File: src/rtl/sp_ram_stream_master.sv
// Burst initiator for a single-port RAM with 1-cycle read latency.
// Write bursts pass the input stream straight through; read bursts use a 2-entry FIFO.
module sp_ram_stream_master #(
  parameter int RAM_SIZE   = 32768,
  parameter int ADDR_WIDTH = $clog2(RAM_SIZE),
  parameter int DATA_WIDTH = 32,
  parameter int LEN_WIDTH  = ADDR_WIDTH - 1
) (
  input  logic                    clk,
  input  logic                    rst_i,
  input  logic                    cmd_valid_i,
  output logic                    cmd_ready_o,
  input  logic                    cmd_write_i,
  input  logic [ADDR_WIDTH-1:0]   cmd_addr_i,
  input  logic [LEN_WIDTH-1:0]    cmd_len_i,
  input  logic                    wr_valid_i,
  output logic                    wr_ready_o,
  input  logic [DATA_WIDTH-1:0]   wr_data_i,
  input  logic [DATA_WIDTH/8-1:0] wr_be_i,
  output logic                    rd_valid_o,
  input  logic                    rd_ready_i,
  output logic [DATA_WIDTH-1:0]   rd_data_o,
  output logic                    busy_o,
  output logic                    done_o,
  output logic                    ram_en_o,
  output logic [ADDR_WIDTH-1:0]   ram_addr_o,
  output logic [DATA_WIDTH-1:0]   ram_wdata_o,
  output logic                    ram_we_o,
  output logic [DATA_WIDTH/8-1:0] ram_be_o,
  input  logic [DATA_WIDTH-1:0]   ram_rdata_i
);

  localparam int BE_WIDTH = DATA_WIDTH / 8;

  typedef enum logic [1:0] {
    ST_IDLE  = 2'd0,
    ST_WR    = 2'd1,
    ST_RD    = 2'd2,
    ST_FLUSH = 2'd3
  } state_t;

  state_t                state_r;
  logic [ADDR_WIDTH-1:0] addr_r;
  logic [LEN_WIDTH-1:0]  remaining_r;
  logic                  done_r;
  logic                  inflight_r;
  logic [DATA_WIDTH-1:0] fifo_mem_r [2];
  logic                  wr_ptr_r;
  logic                  rd_ptr_r;
  logic [1:0]            fifo_cnt_r;

  logic                  cmd_hs_s;
  logic                  wr_hs_s;
  logic                  pop_s;
  logic                  push_s;
  logic                  issue_s;
  logic                  last_pop_s;
  logic [2:0]            occupancy_s;
  logic [ADDR_WIDTH-1:0] addr_next_s;
  logic [ADDR_WIDTH-1:0] cmd_addr_aligned_s;

  assign cmd_ready_o = (state_r == ST_IDLE);
  assign busy_o      = (state_r != ST_IDLE);
  assign done_o      = done_r;
  assign rd_valid_o  = (fifo_cnt_r != 2'd0);
  assign rd_data_o   = fifo_mem_r[rd_ptr_r];
  assign ram_addr_o  = addr_r;

  assign cmd_hs_s           = cmd_valid_i & cmd_ready_o;
  assign wr_hs_s            = (state_r == ST_WR) & wr_valid_i;
  assign pop_s              = rd_valid_o & rd_ready_i;
  assign push_s             = inflight_r;
  assign cmd_addr_aligned_s = cmd_addr_i & ~ADDR_WIDTH'(BE_WIDTH - 1);
  // Address arithmetic is naturally modulo RAM_SIZE because RAM_SIZE is a power of two.
  assign addr_next_s        = addr_r + ADDR_WIDTH'(BE_WIDTH);

  // Words committed to the FIFO after this cycle: buffered + returning - leaving.
  assign occupancy_s = {1'b0, fifo_cnt_r} + {2'b00, inflight_r} - {2'b00, pop_s};
  assign issue_s     = (state_r == ST_RD) && (remaining_r != LEN_WIDTH'(0)) &&
                       (occupancy_s < 3'd2);
  assign last_pop_s  = !inflight_r &&
                       ((fifo_cnt_r == 2'd0) || ((fifo_cnt_r == 2'd1) && pop_s));

  // RAM port and write-stream handshake decode
  always_comb begin
    wr_ready_o  = 1'b0;
    ram_en_o    = 1'b0;
    ram_we_o    = 1'b0;
    ram_wdata_o = {DATA_WIDTH{1'b0}};
    ram_be_o    = {BE_WIDTH{1'b0}};
    case (state_r)
      ST_WR: begin
        wr_ready_o  = 1'b1;
        ram_en_o    = wr_valid_i;
        ram_we_o    = wr_valid_i;
        ram_wdata_o = wr_data_i;
        ram_be_o    = wr_be_i;
      end
      ST_RD: begin
        ram_en_o = issue_s;
        if (issue_s) begin
          ram_be_o = {BE_WIDTH{1'b1}};
        end else begin
          ram_be_o = {BE_WIDTH{1'b0}};
        end
      end
      default: begin
        ram_en_o = 1'b0;
      end
    endcase
  end

  // Burst sequencing: address/length bookkeeping and completion pulse
  always_ff @(posedge clk or posedge rst_i) begin
    if (rst_i) begin
      state_r     <= ST_IDLE;
      addr_r      <= ADDR_WIDTH'(0);
      remaining_r <= LEN_WIDTH'(0);
      done_r      <= 1'b0;
    end else begin
      done_r <= 1'b0;
      case (state_r)
        ST_IDLE: begin
          if (cmd_hs_s) begin
            addr_r      <= cmd_addr_aligned_s;
            remaining_r <= cmd_len_i;
            if (cmd_len_i == LEN_WIDTH'(0)) begin
              done_r <= 1'b1;
            end else if (cmd_write_i) begin
              state_r <= ST_WR;
            end else begin
              state_r <= ST_RD;
            end
          end
        end
        ST_WR: begin
          if (wr_hs_s) begin
            addr_r      <= addr_next_s;
            remaining_r <= remaining_r - LEN_WIDTH'(1);
            if (remaining_r == LEN_WIDTH'(1)) begin
              state_r <= ST_IDLE;
              done_r  <= 1'b1;
            end
          end
        end
        ST_RD: begin
          if (issue_s) begin
            addr_r      <= addr_next_s;
            remaining_r <= remaining_r - LEN_WIDTH'(1);
            if (remaining_r == LEN_WIDTH'(1)) begin
              state_r <= ST_FLUSH;
            end
          end
        end
        ST_FLUSH: begin
          if (last_pop_s) begin
            state_r <= ST_IDLE;
            done_r  <= 1'b1;
          end
        end
        default: begin
          state_r <= ST_IDLE;
        end
      endcase
    end
  end

  // Read-return FIFO: captures RAM data the cycle after each issue
  always_ff @(posedge clk or posedge rst_i) begin
    if (rst_i) begin
      inflight_r    <= 1'b0;
      wr_ptr_r      <= 1'b0;
      rd_ptr_r      <= 1'b0;
      fifo_cnt_r    <= 2'd0;
      fifo_mem_r[0] <= {DATA_WIDTH{1'b0}};
      fifo_mem_r[1] <= {DATA_WIDTH{1'b0}};
    end else begin
      inflight_r <= issue_s;
      if (push_s) begin
        fifo_mem_r[wr_ptr_r] <= ram_rdata_i;
        wr_ptr_r             <= ~wr_ptr_r;
      end
      if (pop_s) begin
        rd_ptr_r <= ~rd_ptr_r;
      end
      fifo_cnt_r <= fifo_cnt_r + {1'b0, push_s} - {1'b0, pop_s};
    end
  end

endmodule
File: config.mk
export PLATFORM = sky130hd
export DESIGN_NAME = sp_ram_stream_master
export DESIGN_NICKNAME = d
export VERILOG_FILES = /design/src/rtl/sp_ram_stream_master.sv
export SDC_FILE = /design/constraint.sdc
export NUM_CORES = 1
export LEC_CHECK = 0
export BUFFER_PORTS_ARGS = -buffer_cell sky130_fd_sc_hd__buf_4
export CORE_MARGIN = 1
export CORE_UTILIZATION = 45
export DETAILED_ROUTE_END_ITERATION = 10
export PLACE_DENSITY = 0.81
export SYNTH_ARGS = -nofsm -noshare
export SYNTH_HDL_FRONTEND = slang
export SYNTH_SLANG_ARGS = --single-unit
File: constraint.sdc
create_clock -name clk -period 2.8 [get_ports clk]
set_input_delay 0.42 -clock clk [delete_from_list [all_inputs] [get_ports clk]]
set_output_delay 0.42 -clock clk [all_outputs]
set_load 0.005 [all_outputs]
* Word level (Yosys, flattened, before mapping)
Index checks and enable logic that the tools add are counted.
** Word-level totals
- Flip-flop bits (word level) :: 101
- Output and inout port bits :: 90
- Logic and storage cells :: 90
** Cells by class
- Add/subtract/negate cells :: 6
- Order comparisons :: 4
- Equal/unequal tests :: 12
- Muxes and demuxes :: 35
- Bitwise logic cells :: 7
- Reductions and logical operators :: 16
** Operator list (count)
- $mux W32 :: 5
- $bwmux W64 :: 1
- $mux W15 :: 3
- $pmux W15 S3 :: 1
- $mux W14 :: 3
- $pmux W14 S3 :: 1
- $demux W32 S1 :: 1
- $mux W2 :: 8
- $add A15 B3 Y15 const B :: 1
- $eq A14 B1 Y1 const B :: 1
- $logic_not A14 Y1 :: 1
- $reduce_bool A14 Y1 :: 1
- $sub A14 B1 Y14 const B :: 1
- $ne A2 B2 Y1 const B :: 4
- $pmux W2 S4 :: 1
- $pmux W4 S2 :: 1
- $mux W1 :: 7
- $reduce_and A7 Y1 :: 1
- $ne A2 B1 Y1 const B :: 3
- $logic_and A1 B1 Y1 :: 5
- $eq A2 B1 Y1 const B :: 2
- $eq A2 B2 Y1 const B :: 2
- $ge A2 B2 Y1 const B :: 2
- $logic_not A2 Y1 :: 2
- 17 further kinds :: 22

* Logic depth before layout (Yosys ltp)
Gate-level depths: netlist of run 1.
- Depth after elaboration :: 7
- Mapped depth :: 14

* Worst setup path before layout of run 1
No wires, ideal clock.
- Kind :: flip-flop to flip-flop
- Start point :: reg fifo_cnt_r[1]
- End point :: reg addr_r[14] (netlist: ram_addr_o[14])
- Library setup time :: 104 ps
- Arrival :: 2986 ps
- Path slack :: -290 ps
- Cell stages (with the launch flop) :: 15
- Buffers on the path :: 2
- Cells stage by stage :: dfrtp_1 -> or2_2 -> and2_1 -> ha_1 -> inv_1 -> ha_1 -> inv_1 -> fa_1 -> xnor2_1 -> and3_1 -> a21oi_2 -> or2_2 -> buf_2 -> buf_6 -> a221oi_1
** On the way
- Cells in the longest elaborated chain, start to end :: 7
- Elaborated cells between the ends (all ways) :: 8
- Those cells by class :: add/sub (2); order compare (1); eq/ne (1); bitwise (1); reduce/logical (3)
** Ends and longest elaborated chain
- from (decl) :: line 50 : logic [1:0] fifo_cnt_r;
- from (signal assigned) :: line 186 : fifo_cnt_r <= fifo_cnt_r + {1'b0, push_s} - {1'b0, pop_s};
- $reduce_bool A2 Y1 :: line 65 : assign rd_valid_o = (fifo_cnt_r != 2'd0);
- named net rd_valid_o :: line 20 : output logic rd_valid_o,
- $and A1 B1 Y1 :: line 71 : assign pop_s = rd_valid_o & rd_ready_i;
- named net pop_s :: line 54 : logic pop_s;
- $sub A3 B1 Y3 :: line 78 : assign occupancy_s = {1'b0, fifo_cnt_r} + {2'b00, inflight_r} - {2'b00, pop_s};
- $lt A3 B2 Y1 :: line 80 : (occupancy_s < 3'd2);
- $logic_and A1 B1 Y1 :: line 79 : assign issue_s = (state_r == ST_RD) && (remaining_r != LEN_WIDTH'(0)) &&
- $ne A2 B2 Y1 (no line)
- $reduce_and A4 Y1 (no line)
- to (signal assigned) :: line 125 : addr_r <= cmd_addr_aligned_s;
- to (signal assigned) :: line 138 : addr_r <= addr_next_s;
- to (signal assigned) :: line 148 : addr_r <= addr_next_s;
- to (decl) :: line 43 : logic [ADDR_WIDTH-1:0] addr_r;
The timed path passes the listed nets, and every way through them passes these cells.
A chain may end at the register's enable or synchronous reset.

* Final worst setup path of run 1
- Start point :: reg fifo_cnt_r[0]
- End point :: out ram_be_o[0]
** On the way
- Cells in the longest elaborated chain, start to end :: 7
- Elaborated cells between the ends (all ways) :: 8
- Those cells by class :: add/sub (2); order compare (1); mux (2); bitwise (1); reduce/logical (2)
** Ends and longest elaborated chain
- $reduce_bool A2 Y1 :: line 65
- $and A1 B1 Y1 :: line 71
- named net pop_s :: line 54
- $sub A3 B1 Y3 :: line 78
- $lt A3 B2 Y1 :: line 80
- $logic_and A1 B1 Y1 :: line 79
- $mux W4 :: line 101 : if (issue_s) begin
- $pmux W4 S2 :: line 91 : case (state_r)
- to (decl) :: line 29 : output logic [DATA_WIDTH/8-1:0] ram_be_o,
The timed path passes the listed nets, and every way through them passes these cells.

==> results of run 1 <==
## worst min-delay path by stage
stage	from	end	slack, ns	cells after the start
after floorplan	wr_ptr_r	wr_ptr_r	0.46	1
after CTS	rst_i	fifo_mem_r[58]	0.25	2
after global placement	fifo_mem_r[8]	fifo_mem_r[8]	0.48	1
after detailed placement	fifo_mem_r[17]	fifo_mem_r[17]	0.49	1
after global routing	ram_rdata_i[23]	fifo_mem_r[55]	0.29	2
final	rst_i	fifo_mem_r[28]	0.23	2
## cells in the final DEF (no fill, tap or decap), types with 8 or more instances in the layout
cell type    n
inv_1       21
dfrtp_1     99
nand3_1     12
mux2_2      96
nor4_1      10
o21ai_0     11
o22ai_1      8
clkbuf_16    9
and2_1      32
nand2_1     27
buf_4      213
nor2_1      10
## logic make-up (layout without fill, tap and decap cells)
logic type | after synthesis | after routing | synth area share (%)
mux | 101 | 101 | 20.9
other cells | 1 | 2 | 0.0694
buf+inv | 57 | 261 | 4.42
flops | 99 | 99 | 45.8
compound gates | 84 | 84 | 11.9
xor+xnor | 3 | 3 | 0.486
simple gates | 132 | 133 | 14.0
fa+ha+maj | 10 | 10 | 2.45
## metal layers
metal  vias up  part of all wire [%]  wire length [um]  global-route usage (%)
met3        24                   6.5               975                    5.06
li1       2168                     -                 -                       -
met4         0                   1.8               263                    8.56
met2       168                    51              7620                    41.0
met5         -                     0                 0                       0
met1      2328                    41              6160                    30.9
## area by class of cell
type	instances	area [um^2]
Inverter	24	96.3
Sequential cell	99	2480
Fill cell	895	3780
Tap cell	143	179
Multi-Input combinational cell	333	2990
Clock inverter	5	60.1
Timing Repair Buffer	221	1730
Clock buffer	11	253
## what timing repair did
item / CTS / global route
endpoints found under the setup margin: 29 / 34
setup buffers: 7 / 4
endpoints found under the hold margin: 0 / 0
pin swaps: 7 / 5
hold buffers: 0 / 0
gates resized for setup: 32 / 17
cloned: 2 / 0
## report_power, final
| group | switching, mW | internal (mW) |
|---|---|---|
| clock | 0.552 | 0.745 |
| combinational | 2.90 | 3.36 |
| sequential | 0.544 | 2.18 |
## cells in the mapped netlist, types with 7 or more instances
cell type / count
buf_1: 7
nand2_1: 28
o41ai_1: 8
mux2_2: 96
dfrtp_1: 99
a21oi_1: 8
nor2_1: 11
o21ai_0: 13
and2_1: 33
nor4_1: 11
inv_1: 24
clkbuf_1: 17
nor3_1: 10
o22ai_1: 9
ha_1: 9
a2bb2oi_1: 13
nand3_1: 12
## registers in the layout, indices dropped and copies added (netlist names)
register and cells:
state_r 2, wr_ptr_r 1, fifo_mem_r 64, done_o 1
remaining_r 14, ram_addr_o 13, rd_ptr_r 1, inflight_r 1
fifo_cnt_r 2
## critical path, cell delays in order, from the launching register on
cell	delay, ns
dfrtp_1	0.39
or2_4	0.25
and2_4	0.15
ha_4	0.21
inv_4	0.05
ha_4	0.11
inv_2	0.03
fa_2	0.53
and3_4	0.23
nand2_8	0.08
a21oi_2	0.16
buf_4	0.13
==> results.yml, run 1 <==
status:
  status: "finished with violations"
  violations: "DRC, setup timing"
yosys:
  ys_warn_count: 0
  avgSynthCellArea_um2: 11.1
  ys_seq_area_share_pct: 45.8
  ys_ff_latch: 99
  syn_area_mm2: 0.00541
  synth_edf_count: 0
  ys_types: 55
  synth_top_cells_by_area: "dfrtp_1 46%, mux2_2 20%, and2_1 3.8%"
  async_flop_share_pct: 100
  synth_top_area_share_pct: 45.8
  synth_area_leader_cell: "dfrtp_1"
  synthFlopType: "dfrtp_1"
  netlist_instances: 487
drt:
  via_count: 4688
  routedWlPerCell_um: 18.0
  wirelength_um: 15000
  drc: 11
  via_per_inst: 5.61
  drt_iter0_markers: 263
  ant_nets: 0
  firstDrtPassIters: 8
timing:
  finalSetupViolations: 34
  skew_ns: 0.00944
  tightest_slew_ns: 0.829
  max_freq_mhz: 323
  tns_ns: -5.78
  period_share_pct: 111
  hold_viol: 0
  setup_ws_ns: -0.296
  rsz0062_at_grt: "yes"
  whs_ns: 0.225
  slew_violations: 0
  period_needed_ns: 3.10
  slew_headroom_pct: 44.6
cells_and_area:
  fin_area_mm2: 0.00779
  antennaDiodeCount: 0
  final_util_pct: 67.3
  synthToLayoutAreaGrowth_pct: 44.1
  fin_cells: 836
  final_nets: 801
  drive_above_1_share_pct: 57.0
die:
  fp.coreArea_mm2: 0.0116
  die-area_mm2: 0.0125
  start_util_pct: 46.7
  io_pins: 193
  die_h_um: 112
  rows: 39
  die_x_um: 112
place:
  numPortBuffers: 188
  placed_area_mm2: 0.00711
  routabilityCongestion: 0.871
  numPlacedInstances: 808
  place_ws_ns: -0.340
  dp_hpwl_um: 10300
critical_path:
  cp-startpoint: "fifo_cnt_r[0]"
  reg2reg_from: "fifo_cnt_r[0]"
  rrSetupSlack_ns: -0.26
  arrival_ns: 2.68
  crit_required_ns: 2.38
  worstSetupPathType: "reg2out"
  startpoint_type: "flop"
  rr_endpoint: "remaining_r[2]"
  critPathCapture: "ram_be_o[0]"
  r2r_cells: 13
  worst_setup_path_end_kind: "output pin"
  crit_fanout: 6
global_route:
  grt_pass1_wl_um: 24100
  grt_util_all_layers_pct: 24.3
  overflow: 0
  antenna_found_initial: 0
  grt_max_degree: 57
  grt_pass1_vias: 4826
clocking:
  cts_buffers: 9
  htree_levels: 3
  root_buffer: "clkbuf_16"
  clockBufferDepth: 2
  clock_latency_ns: 0.35
  cts_tree: "yes"
  clk_pin_slew_ns: 0.07
  clock_sinks: 99
pwr:
  finalPower_mw: 10.3
  vdd_drop_max_v: 0.000765
  p_leak_nw: 3.54
  powerDensity_mw_per_mm2: 1320
run:
  cap_violations: 0
hold_path:
  hp-class: "in2async"
Power figures use the tool's default switching activity.
==> run 2, diff against run 1 <==
--- a/config.mk
+++ b/config.mk
@@ -8,8 +8,10 @@
 export BUFFER_PORTS_ARGS = -buffer_cell sky130_fd_sc_hd__buf_4
 export CORE_MARGIN = 1
 export CORE_UTILIZATION = 45
+export CTS_BUF_LIST = sky130_fd_sc_hd__clkbuf_4 sky130_fd_sc_hd__clkbuf_8 sky130_fd_sc_hd__clkbuf_16
 export DETAILED_ROUTE_END_ITERATION = 10
 export PLACE_DENSITY = 0.81
+export SKIP_LAST_GASP = 1
 export SYNTH_ARGS = -nofsm -noshare
 export SYNTH_HDL_FRONTEND = slang
 export SYNTH_SLANG_ARGS = --single-unit
==> run 2 against run 1 <==
Compared with the run above: the flow still finishes with violations (DRC, setup timing); critical path depth is the same; highest routed layer unchanged; setup slack gained 0.0030 ns; clock power is essentially flat; non-clock buffer count is the same; first-iteration DRC count shrank 1.1%; final area shrank 0.34%; clock skew is essentially flat; count of clock-buffer cells in the layout is the same; sequential power is essentially flat; worst hold slack gained 0.0045 ns.
==> results.yml, run 2 (synthesis gave the netlist of run 1 again) <==
global_route:
  grt_max_degree: 57
  antenna_found_initial: 0
  overflow: 0
  grt_util_all_layers_pct: 24.2
  grt_pass1_wl_um: 24000
  grt_pass1_vias: 4814
cells_and_area:
  drive_above_1_share_pct: 56.3
  max_flop_register: "fifo_mem_r"
  layout_commonest_cell: "buf_4"
  layout_common_cells: "213 x buf_4, 99 x dfrtp_1, 96 x mux2_2"
  fin_cells: 836
  final_nets: 801
  largest_register_ffs: 64
  antennaDiodeCount: 0
  synthToLayoutAreaGrowth_pct: 43.6
  fillers: 891
pwr:
  finalPower_mw: 10.2
  powerDensity_mw_per_mm2: 1320
  p_leak_nw: 3.53
  vdd_drop_max_v: 0.000757
drt:
  via_per_inst: 5.61
  wirelength_um: 14900
  routedWlPerCell_um: 17.9
  drc: 11
  via_count: 4693
  ant_nets: 0
  firstDrtPassIters: 7
  drt_iter0_markers: 260
critical_path:
  rr_endpoint: "remaining_r[2]"
  worstSetupPathType: "reg2out"
  crit_required_ns: 2.38
  rrSetupSlack_ns: -0.25
  arrival_ns: 2.67
  startpoint_type: "flop"
  crit_fanout: 6
  reg2reg_from: "fifo_cnt_r[0]"
  r2r_cells: 13
  worst_setup_path_end_kind: "output pin"
timing:
  slew_headroom_pct: 44.4
  skew_ns: 0.00963
  finalSetupViolations: 34
  setup_ws_ns: -0.293
  slew_violations: 0
  tightest_slew_ns: 0.833
  period_share_pct: 110
  period_needed_ns: 3.09
  rsz0062_at_grt: "yes"
  whs_ns: 0.230
  hold_viol: 0
  max_freq_mhz: 323
place:
  numPlacedInstances: 808
  numPortBuffers: 188
  routabilityCongestion: 0.871
  dp_hpwl_um: 10300
clocking:
  cts_tree: "yes"
  cts_buffers: 9
  clock_sinks: 99
  clockBufferDepth: 2
  htree_levels: 3
  root_buffer: "clkbuf_16"
  clk_pin_slew_ns: 0.07
  clock_latency_ns: 0.35
  postCtsHoldBufs: 0
die:
  io_pins: 193
  fp.coreArea_mm2: 0.0116
  die_h_um: 112
  die-area_mm2: 0.0125
  rows: 39
  die_x_um: 112
  start_util_pct: 46.7
run:
  cap_violations: 0
hold_path:
  hp-class: "in2async"
status:
  violations: "DRC, setup timing"
  status: "finished with violations"
## run 2: layer usage
| layer | wire (um) | global-route usage (%) | vias up | part of all wire, % |
|---|---|---|---|---|
| li1 | - | - | 2172 | - |
| met1 | 6220 | 31.0 | 2330 | 42 |
| met2 | 7510 | 40.7 | 164 | 50 |
| met3 | 929 | 5.06 | 27 | 6.2 |
| met4 | 263 | 8.65 | 0 | 1.8 |
| met5 | 0 | 0 | - | 0 |
## run 2: area by class of cell
type                    instances  area (um^2)  area share (%)
multi-input cells             333         2960            38.1
flip-flops and latches         99         2480            31.9
repair buffers                221         1740            22.4
clock buffers                  11          253            3.26
well taps                     143          179            2.31
inverters                      24         96.3            1.24
clock inverters                 5         60.1           0.774
## run 2: metrics by stage
| step | util, % | worst slack (ns) | area, um^2 | TNS [ns] |
|---|---|---|---|---|
| after floorplan | - | -0.0589 | 5470 | -0.208 |
| after global placement | 61.5 | -0.160 | 7110 | -2.09 |
| after detailed placement | 61.5 | -0.340 | 7110 | -4.16 |
| after CTS | 66.2 | -0.318 | 7660 | -3.82 |
| after global routing | 67.1 | -0.382 | 7760 | -9.26 |
| final | 67.1 | -0.293 | 7760 | -5.64 |
## run 2: timing repair
item                                   in CTS  in global routing
endpoints found under the hold margin       0                  0
setup endpoints to repair                  29                 34
setup buffers                               7                  4
cloned                                      2                  0
gates resized for setup                    28                 16
pin swaps                                   6                  5
## run 2: worst max path at each step
stage                        from              to  slack, ns
CTS                 fifo_cnt_r[0]     ram_be_o[3]      -0.32
detailed placement  fifo_cnt_r[0]   ram_addr_o[5]      -0.34
global route        fifo_cnt_r[0]     ram_be_o[3]      -0.38
finish              fifo_cnt_r[0]     ram_be_o[0]      -0.29
floorplan           fifo_cnt_r[1]  ram_addr_o[14]      -0.06
global placement    fifo_cnt_r[0]   ram_addr_o[4]      -0.16
## run 2: worst max-delay path, cell delays in order, from the launching register on
cell	delay (ns)
dfrtp_1	0.39
or2_4	0.25
and2_4	0.15
ha_4	0.21
inv_4	0.05
ha_4	0.11
inv_2	0.03
fa_2	0.53
and3_4	0.23
nand2_8	0.08
a21oi_2	0.16
buf_4	0.13
## run 2: power breakdown
group          internal (mW)  switching (mW)  leakage, nW
Combinational           3.35            2.85         2.21
Sequential              2.18           0.541         1.17
Clock                  0.745           0.549        0.152
